===== config.mk =====
export PLATFORM = sky130hd
export DESIGN_NAME = soc_bus_fabric
export DESIGN_NICKNAME = d
export VERILOG_FILES = /design/src/rtl/soc_bus_pkg.sv /design/src/rtl/bus_decoder.sv /design/src/rtl/soc_bus_fabric.sv
export SDC_FILE = /design/constraint.sdc
export NUM_CORES = 1
export LEC_CHECK = 0
export CORE_MARGIN = 4
export CORE_UTILIZATION = 45
export CTS_CLUSTER_SIZE = 25
export DETAILED_ROUTE_END_ITERATION = 16
export GPL_ROUTABILITY_DRIVEN = 0
export HOLD_SLACK_MARGIN = 0.15
export MAX_ROUTING_LAYER = met4
export PLACE_DENSITY = 0.79
export SLEW_MARGIN = 20
export SYNTH_ARGS = -nofsm -noshare
export SYNTH_HDL_FRONTEND = slang
export SYNTH_HIERARCHICAL = 1
export SYNTH_SLANG_ARGS = --single-unit

===== constraint.sdc =====
create_clock -name clk -period 2.9 [get_ports clk]
set_clock_uncertainty 0.1 [all_clocks]
set_input_delay 0.58 -clock clk [delete_from_list [all_inputs] [get_ports clk]]
set_output_delay 0.58 -clock clk [all_outputs]
set_load 0.05 [all_outputs]

===== src/rtl/soc_bus_pkg.sv =====
// Shared types and constants for the SoC bus fabric and its address decoder.
// The wait/timeout counter width also bounds the ack-mode TIMEOUT (max 255).
package soc_bus_pkg;

  typedef enum logic [1:0] {
    IDLE   = 2'd0,
    ACCESS = 2'd1,
    RESP   = 2'd2
  } state_t;

  localparam logic [3:0] WAIT_ACK_MODE = 4'hF;
  localparam int         CNT_W         = 8;

  typedef logic [CNT_W-1:0] cnt_t;

endpackage


===== src/rtl/bus_decoder.sv =====
// Address region decoder: slave i hits when (addr & mask[i]) == base[i].
// Purely combinational; on overlapping regions the lowest index wins.
module bus_decoder
  import soc_bus_pkg::*;
#(
  parameter int ADDR_WIDTH = 20,
  parameter int N_SLAVES   = 4,
  parameter int IDX_W      = (N_SLAVES > 1) ? $clog2(N_SLAVES) : 1
) (
  input  logic [ADDR_WIDTH-1:0]          addr,
  input  logic [N_SLAVES*ADDR_WIDTH-1:0] base,
  input  logic [N_SLAVES*ADDR_WIDTH-1:0] mask,
  output logic [N_SLAVES-1:0]            hit_vec,
  output logic                           hit,
  output logic [IDX_W-1:0]               hit_idx
);

  // Scan from the top down so the lowest matching index is written last.
  always_comb begin
    hit_vec = '0;
    hit     = 1'b0;
    hit_idx = '0;
    for (int i = N_SLAVES - 1; i >= 0; i--) begin
      if ((addr & mask[i*ADDR_WIDTH +: ADDR_WIDTH]) == base[i*ADDR_WIDTH +: ADDR_WIDTH]) begin
        hit_vec    = '0;
        hit_vec[i] = 1'b1;
        hit        = 1'b1;
        hit_idx    = IDX_W'(i);
      end
    end
  end

endmodule


===== src/rtl/soc_bus_fabric.sv =====
// CPU-to-slave bus fabric: decode, register the slave-side request, count wait
// states or wait for ack (with timeout), then pulse m_ready for one response cycle.
module soc_bus_fabric
  import soc_bus_pkg::*;
#(
  parameter int                              ADDR_WIDTH = 20,
  parameter int                              DATA_WIDTH = 16,
  parameter int                              N_SLAVES   = 4,
  parameter logic [N_SLAVES*ADDR_WIDTH-1:0]  BASE       = '0,
  parameter logic [N_SLAVES*ADDR_WIDTH-1:0]  MASK       = '0,
  parameter logic [N_SLAVES*4-1:0]           WAIT       = '0,
  parameter int                              TIMEOUT    = 15
) (
  input  logic                           clk,
  input  logic                           reset,
  input  logic [ADDR_WIDTH-1:0]          m_addr,
  input  logic [DATA_WIDTH-1:0]          m_wdata,
  input  logic                           m_read,
  input  logic                           m_write,
  output logic [DATA_WIDTH-1:0]          m_rdata,
  output logic                           m_ready,
  output logic                           m_error,
  output logic [N_SLAVES-1:0]            s_sel,
  output logic [ADDR_WIDTH-1:0]          s_addr,
  output logic [DATA_WIDTH-1:0]          s_wdata,
  output logic                           s_read,
  output logic                           s_write,
  input  logic [N_SLAVES*DATA_WIDTH-1:0] s_rdata,
  input  logic [N_SLAVES-1:0]            s_ack
);

  localparam int IDX_W = (N_SLAVES > 1) ? $clog2(N_SLAVES) : 1;

  state_t                state_q, state_d;
  cnt_t                  cnt_q, cnt_d;
  logic [N_SLAVES-1:0]   sel_q, sel_d;
  logic                  rd_q, rd_d, wr_q, wr_d;
  logic                  ack_mode_q, ack_mode_d;
  logic                  err_q, err_d;
  logic [ADDR_WIDTH-1:0] addr_q, addr_d;
  logic [DATA_WIDTH-1:0] wdata_q, wdata_d;
  logic [DATA_WIDTH-1:0] rdata_q, rdata_d;

  logic [N_SLAVES-1:0]   hit_vec;
  logic                  hit;
  logic [IDX_W-1:0]      hit_idx;
  logic [3:0]            hit_wait;
  logic [DATA_WIDTH-1:0] sel_rdata;
  logic                  sel_ack;
  logic                  done;
  logic                  ok;

  bus_decoder #(
    .ADDR_WIDTH (ADDR_WIDTH),
    .N_SLAVES   (N_SLAVES),
    .IDX_W      (IDX_W)
  ) u_dec (
    .addr    (m_addr),
    .base    (BASE),
    .mask    (MASK),
    .hit_vec (hit_vec),
    .hit     (hit),
    .hit_idx (hit_idx)
  );

  // Wait count of the decoded slave, and data/ack of the slave currently selected.
  always_comb begin
    hit_wait  = '0;
    sel_rdata = '0;
    sel_ack   = 1'b0;
    for (int i = 0; i < N_SLAVES; i++) begin
      if (hit_idx == IDX_W'(i)) hit_wait = WAIT[i*4 +: 4];
      if (sel_q[i]) begin
        sel_rdata = sel_rdata | s_rdata[i*DATA_WIDTH +: DATA_WIDTH];
        sel_ack   = sel_ack | s_ack[i];
      end
    end
  end

  always_comb begin
    state_d    = state_q;
    cnt_d      = cnt_q;
    sel_d      = sel_q;
    rd_d       = rd_q;
    wr_d       = wr_q;
    ack_mode_d = ack_mode_q;
    err_d      = err_q;
    addr_d     = addr_q;
    wdata_d    = wdata_q;
    rdata_d    = rdata_q;
    done       = 1'b0;
    ok         = 1'b0;

    unique case (state_q)
      IDLE: begin
        if ((m_read ^ m_write) && hit) begin
          addr_d     = m_addr;
          wdata_d    = m_wdata;
          sel_d      = hit_vec;
          rd_d       = m_read;
          wr_d       = m_write;
          ack_mode_d = (hit_wait == WAIT_ACK_MODE);
          cnt_d      = (hit_wait == WAIT_ACK_MODE) ? cnt_t'(TIMEOUT) : {4'b0000, hit_wait};
          err_d      = 1'b0;
          state_d    = ACCESS;
        end else if (m_read || m_write) begin
          err_d   = 1'b1;
          rdata_d = '0;
          state_d = RESP;
        end
      end

      ACCESS: begin
        // Ack is checked before the counter so a last-cycle ack still succeeds.
        if (ack_mode_q) begin
          if (sel_ack) begin
            done = 1'b1;
            ok   = 1'b1;
          end else if (cnt_q == '0) begin
            done = 1'b1;
          end
        end else if (cnt_q == '0) begin
          done = 1'b1;
          ok   = 1'b1;
        end

        if (done) begin
          state_d = RESP;
          sel_d   = '0;
          rd_d    = 1'b0;
          wr_d    = 1'b0;
          err_d   = !ok;
          if (!ok)       rdata_d = '0;
          else if (rd_q) rdata_d = sel_rdata;
        end else begin
          cnt_d = cnt_q - 1'b1;
        end
      end

      RESP: begin
        err_d   = 1'b0;
        state_d = IDLE;
      end

      default: state_d = IDLE;
    endcase
  end

  always_ff @(posedge clk) begin
    if (reset) begin
      state_q    <= IDLE;
      cnt_q      <= '0;
      sel_q      <= '0;
      rd_q       <= 1'b0;
      wr_q       <= 1'b0;
      ack_mode_q <= 1'b0;
      err_q      <= 1'b0;
      addr_q     <= '0;
      wdata_q    <= '0;
      rdata_q    <= '0;
    end else begin
      state_q    <= state_d;
      cnt_q      <= cnt_d;
      sel_q      <= sel_d;
      rd_q       <= rd_d;
      wr_q       <= wr_d;
      ack_mode_q <= ack_mode_d;
      err_q      <= err_d;
      addr_q     <= addr_d;
      wdata_q    <= wdata_d;
      rdata_q    <= rdata_d;
    end
  end

  assign m_ready = (state_q == RESP);
  assign m_error = m_ready & err_q;
  assign m_rdata = rdata_q;
  assign s_sel   = sel_q;
  assign s_addr  = addr_q;
  assign s_wdata = wdata_q;
  assign s_read  = rd_q;
  assign s_write = wr_q;

endmodule


Word-level counts from Yosys, hierarchy flattened
Index checks and enable logic that the tools add are counted.
{"block": "word_totals", "ff_bits": 69, "latch_bits": 0, "ram_bits": 0, "rom_bits": 0, "wordCells": 66, "memories": 0}
{"block": "op_classes", "addsub": 1, "n_mul": 0, "n_div": 0, "n_lt_le_gt_ge": 0, "n_eq_ne": 9, "shift": 0, "n_mux": 30, "n_bitwise": 5, "reduce_logical": 12}
{"op": "two-way mux 16 bit", "n": 8}
{"op": "OR 16 bit", "n": 3}
{"op": "one-hot mux 16 bit (2 select lines)", "n": 1}
{"op": "two-way mux 8 bit", "n": 2}
{"op": "one-hot mux 8 bit (2 select lines)", "n": 1}
{"op": "inequality test 2 bit (second input constant)", "n": 5}
{"op": "AND reduction 3 bit", "n": 3}
{"op": "logical NOT 8 bit", "n": 1}
{"op": "two-way mux 1 bit", "n": 8}
{"op": "two-way mux 4 bit", "n": 2}
{"op": "one-hot mux 4 bit (2 select lines)", "n": 1}
{"op": "subtractor 8 x 1 -> 8 bit (second input constant)", "n": 1}
{"op": "two-way mux 2 bit", "n": 3}
{"op": "inequality test 3 bit (second input constant)", "n": 2}
{"op": "AND reduction 5 bit", "n": 1}
{"op": "one-hot mux 1 bit (2 select lines)", "n": 2}
{"op": "one-hot mux 2 bit (2 select lines)", "n": 1}
{"op": "AND reduction 2 bit", "n": 2}
{"op": "one-hot mux 1 bit (3 select lines)", "n": 1}
{"op": "nonzero test 3 bit", "n": 1}
{"op": "equality test 2 x 1 -> 1 bit (second input constant)", "n": 1}
{"op": "equality test 2 bit (second input constant)", "n": 1}
{"op": "logical NOT 2 bit", "n": 1}
{"op": "nonzero test 2 bit", "n": 1}
{"op": "4 further kinds", "n": 4}

Depth between registers and ports, before layout
Gate-level depths: netlist (run 1).
{"block": "logic_depth", "word_depth": 10, "ltp_mapped": 11}

Cells and area by module
The synthesis (run 1) kept the hierarchy.
{"mod": "soc_bus_fabric", "n_inst": 1, "cells_per_inst": 354, "area_each_um2": 2980.4}
{"mod": "bus_decoder", "n_inst": 1, "cells_per_inst": 206, "area_each_um2": 1375.1}

Least setup slack after synthesis (run 1)
OpenSTA, ideal clock, no wires.
{"block": "synth_timing", "kind": "input to register", "startpoint": "input m_read", "endpoint": "register cnt_q[3]", "setup_ns": 0.070, "arrival_ns": 2.057, "setup_slack_ns": 0.673, "stages": 6, "path_buffers": 0, "path_cell_list": "inv_1 -> ha_1 -> a21boi_1 -> or4_1 -> or4_1 -> a21oi_1"}
{"block": "synth_via", "elab_chain_len": 3}
{"element": "from (decl)", "line": "soc_bus_fabric.sv:18", "source": "input logic m_read,"}
{"element": "XOR 1 bit", "line": "soc_bus_fabric.sv:96", "source": "if ((m_read ^ m_write) && hit) begin"}
{"element": "inequality test 2 bit (no source line)"}
{"element": "AND reduction 3 bit (no source line)"}
{"element": "to (signal assigned)", "line": "soc_bus_fabric.sv:163", "source": "cnt_q <= cnt_d;"}
{"element": "to (decl)", "line": "soc_bus_fabric.sv:35", "source": "cnt_t cnt_q, cnt_d;"}
No other way between the ends.
A chain may end at the register's enable or synchronous reset.

Worst setup path after layout (run 1)
{"block": "layout_timing", "startpoint": "register state_q[0]", "endpoint": "output m_error"}
{"block": "layout_via", "elab_chain_len": 2}
{"element": "from (decl)", "line": "soc_bus_fabric.sv:34", "source": "state_t state_q, state_d;"}
{"element": "from (signal assigned)", "line": "soc_bus_fabric.sv:162", "source": "state_q <= state_d;"}
{"element": "equality test 2 bit", "line": "soc_bus_fabric.sv:175", "source": "assign m_ready = (state_q == RESP);"}
{"element": "AND 1 bit", "line": "soc_bus_fabric.sv:176", "source": "assign m_error = m_ready & err_q;"}
{"element": "to (decl)", "line": "soc_bus_fabric.sv:22", "source": "output logic m_error,"}
No other way between the ends.

==> impl_metrics.py, run 1 <==
metrics = {
    "outcome": {
        "run_status": "finished clean",
    },
    "clock_tree": {
        "clock_sinks": 69,
        "insertion_delay_ns": 0.35,
        "cts_hold_buffers": 0,
        "cts_buffers": 9,
        "cts_buffer_depth": 2,
        "clkTransAtPathRegs_ns": 0.07,
        "clock_tree.root_cell": "clkbuf_8",
        "cts_tree": "built",
        "post-cts-setup-buffers": 0,
        "htreeDepth": 3,
        "cts_resized": 0,
    },
    "detailed_routing": {
        "wl_per_cell_um": 13.9,
        "drtAntennaViolNets": 0,
        "vias_per_cell": 4.68,
        "wl_um": 15000,
        "dr.first_iter.drc_count": 235,
        "drc": 0,
        "via_count": 5028,
        "drt_first_pass_iters": 4,
    },
    "setup_path": {
        "endpoint_kind": "primary output",
        "cp_cell_sequence": "inv_1 -> ha_1 -> and2_1 -> clkdlybuf4s50_1",
        "path_delay_family": "buffers and inverters",
        "crit_arrival_ns": 1.94,
        "slowest_delay_ns": 0.79,
        "path_class": "flop to primary output",
        "critPathLaunchType": "flop",
        "path_max_fanout": 3,
        "required_ns": 2.22,
        "crit_path_start": "state_q[0]",
        "crit_slowest_cell": "clkdlybuf4s50_1",
        "cp_num_buf_inv": 2,
        "timing.rr.start": "cnt_q[2]",
    },
    "global_route": {
        "overflow": 0,
        "grt_pass1_vias": 5017,
        "grt_antenna_before_repair": 0,
        "grt_max_degree": 38,
        "gr-usage-all-layers_pct": 27.6,
        "grt_pass1_wl_um": 24400,
    },
    "yosys": {
        "synth.avg_cell_area_um2": 7.79,
        "yosys_warnings": 6,
        "syn_inst": 558,
        "syn-cell-area_um2": 4350,
    },
    "timing": {
        "fin_crit_ns": 2.62,
        "tns_ns": 0,
        "rsz0062_at_grt": "false",
        "max_freq_mhz": 382,
        "finalHoldViolCount": 0,
        "timing.slew.headroom_pct": 53.9,
        "final_max_slew_viol_count": 0,
        "worst_pin_slew_ns": 0.692,
        "timing.final.ws_setup_ns": 0.280,
        "setup_viol": 0,
        "post-route-period-util_pct": 90.4,
    },
    "floorplanning": {
        "dieArea_um2": 11300,
        "io_pins": 168,
        "fp-row-count": 35,
        "coreArea_um2": 9330,
        "initial_core_util_pct": 46.6,
        "die_y_um": 106,
        "die_x_um": 106,
    },
    "final_layout": {
        "n_antenna_cell": 0,
        "nets": 1053,
        "synthToLayoutAreaGrowth_pct": 64.8,
        "fillers": 738,
        "drive_gt1_share_pct": 4.13,
    },
    "placed_design": {
        "port_buffers": 163,
        "dp_slack_ns": 0.107,
        "hpwl_um": 11800,
    },
    "min_path": {
        "hold_path.class": "flop to flop",
        "min_from": "s_addr[10]",
    },
    "power": {
        "peakVddDrop_mv": 0.230,
        "cellPowerDensity_nw_per_um2": 319,
        "p_leak_nw": 3.23,
    },
    "run": {
        "cap_violations": 0,
    },
}
area by class of cell:
cell class / instances / area, µm² / area share (%)
clock buffers: 13 / 169 / 2.36
clock inverters: 3 / 42.5 / 0.594
inverters: 9 / 33.8 / 0.472
multi-input cells: 677 / 3650 / 51.0
flip-flops and latches: 69 / 1380 / 19.3
well taps: 129 / 161 / 2.25
repair buffers: 174 / 1720 / 24.0
worst paths after layout:
check,slack [ns],end,depth (start not counted)
setup reg to reg,0.66,cnt_q[0],4
hold / removal,0.35,s_addr[10],2
hold reg to reg,0.35,s_addr[10],2
setup / recovery,0.28,m_error,4
per-layer routing:
metal | global-route usage (%) | up-vias | routed length [µm]
met4 | 8.97 | 0 | 331
met2 | 49.8 | 147 | 7720
li1 | - | 2557 | -
met5 | - | - | 0
met1 | 29.6 | 2292 | 5960
met3 | 6.68 | 32 | 965
cell usage in the layout (no fill, tap or decap), types with 2 or more instances in the layout:
master and n:
clkbuf_8 12, a22oi_1 33, dfxtp_1 69, nand4_1 16, nor3_1 3, o31ai_1 4, and3_1 17, inv_1 9
mux2i_1 2, a21boi_0 12, conb_1 224, a21o_1 5, and2_1 3, and3b_1 12, or4_1 7, nor4_1 8
nand2_1 141, o22a_1 8, a22o_1 22, a211oi_1 5, a21oi_1 63, clkdlybuf4s50_1 162, o21ai_0 5, nand3_1 6
nand2b_1 3, nor4_4 2, or3_1 4, xor2_1 48, buf_4 10, ha_1 5, nor2_1 4
worst register-to-register path: stages (launching register included):
cell	delay, ns
dfxtp_1	0.36
or4_1	0.69
nor3_2	0.62
o21ai_0	0.21
a21oi_1	0.19
flip-flops by register name, summed over array words and instances, names as in the netlist:
name / cells
s_addr: 20
m_rdata: 16
s_wdata: 16
cnt_q: 8
s_sel: 4
state_q: 2
err_q: 1
s_read: 1
s_write: 1
through the flow:
step	hold WS, ns	util (%)	cell area, µm²	std cells	total power [mW]
6_report	0.354	76.8	7160	1074	2.28
5_1_grt	0.369	76.8	7160	1074	2.41
4_1_cts	0.356	76.8	7160	1074	2.28
3_5_place_dp	0.346	74.5	6950	1058	1.45
3_3_place_gp	0.341	74.5	6950	1058	1.44
2_1_floorplan	0.352	-	5180	781	1.25
where the power goes:
group | total [mW] | switching (mW) | leakage (nW) | internal [mW]
Clock | 0.830 | 0.363 | 0.106 | 0.467
Combinational | 0.480 | 0.239 | 2.57 | 0.241
Sequential | 0.974 | 0.0133 | 0.557 | 0.961
Note: power is estimated with default switching activity, not from simulation.
==> run 2, diff against run 1 <==
CAP_MARGIN = 10   (was unset)
==> results of run 2 <==
Final layout, timing and power as in run 1 (identical DEF).
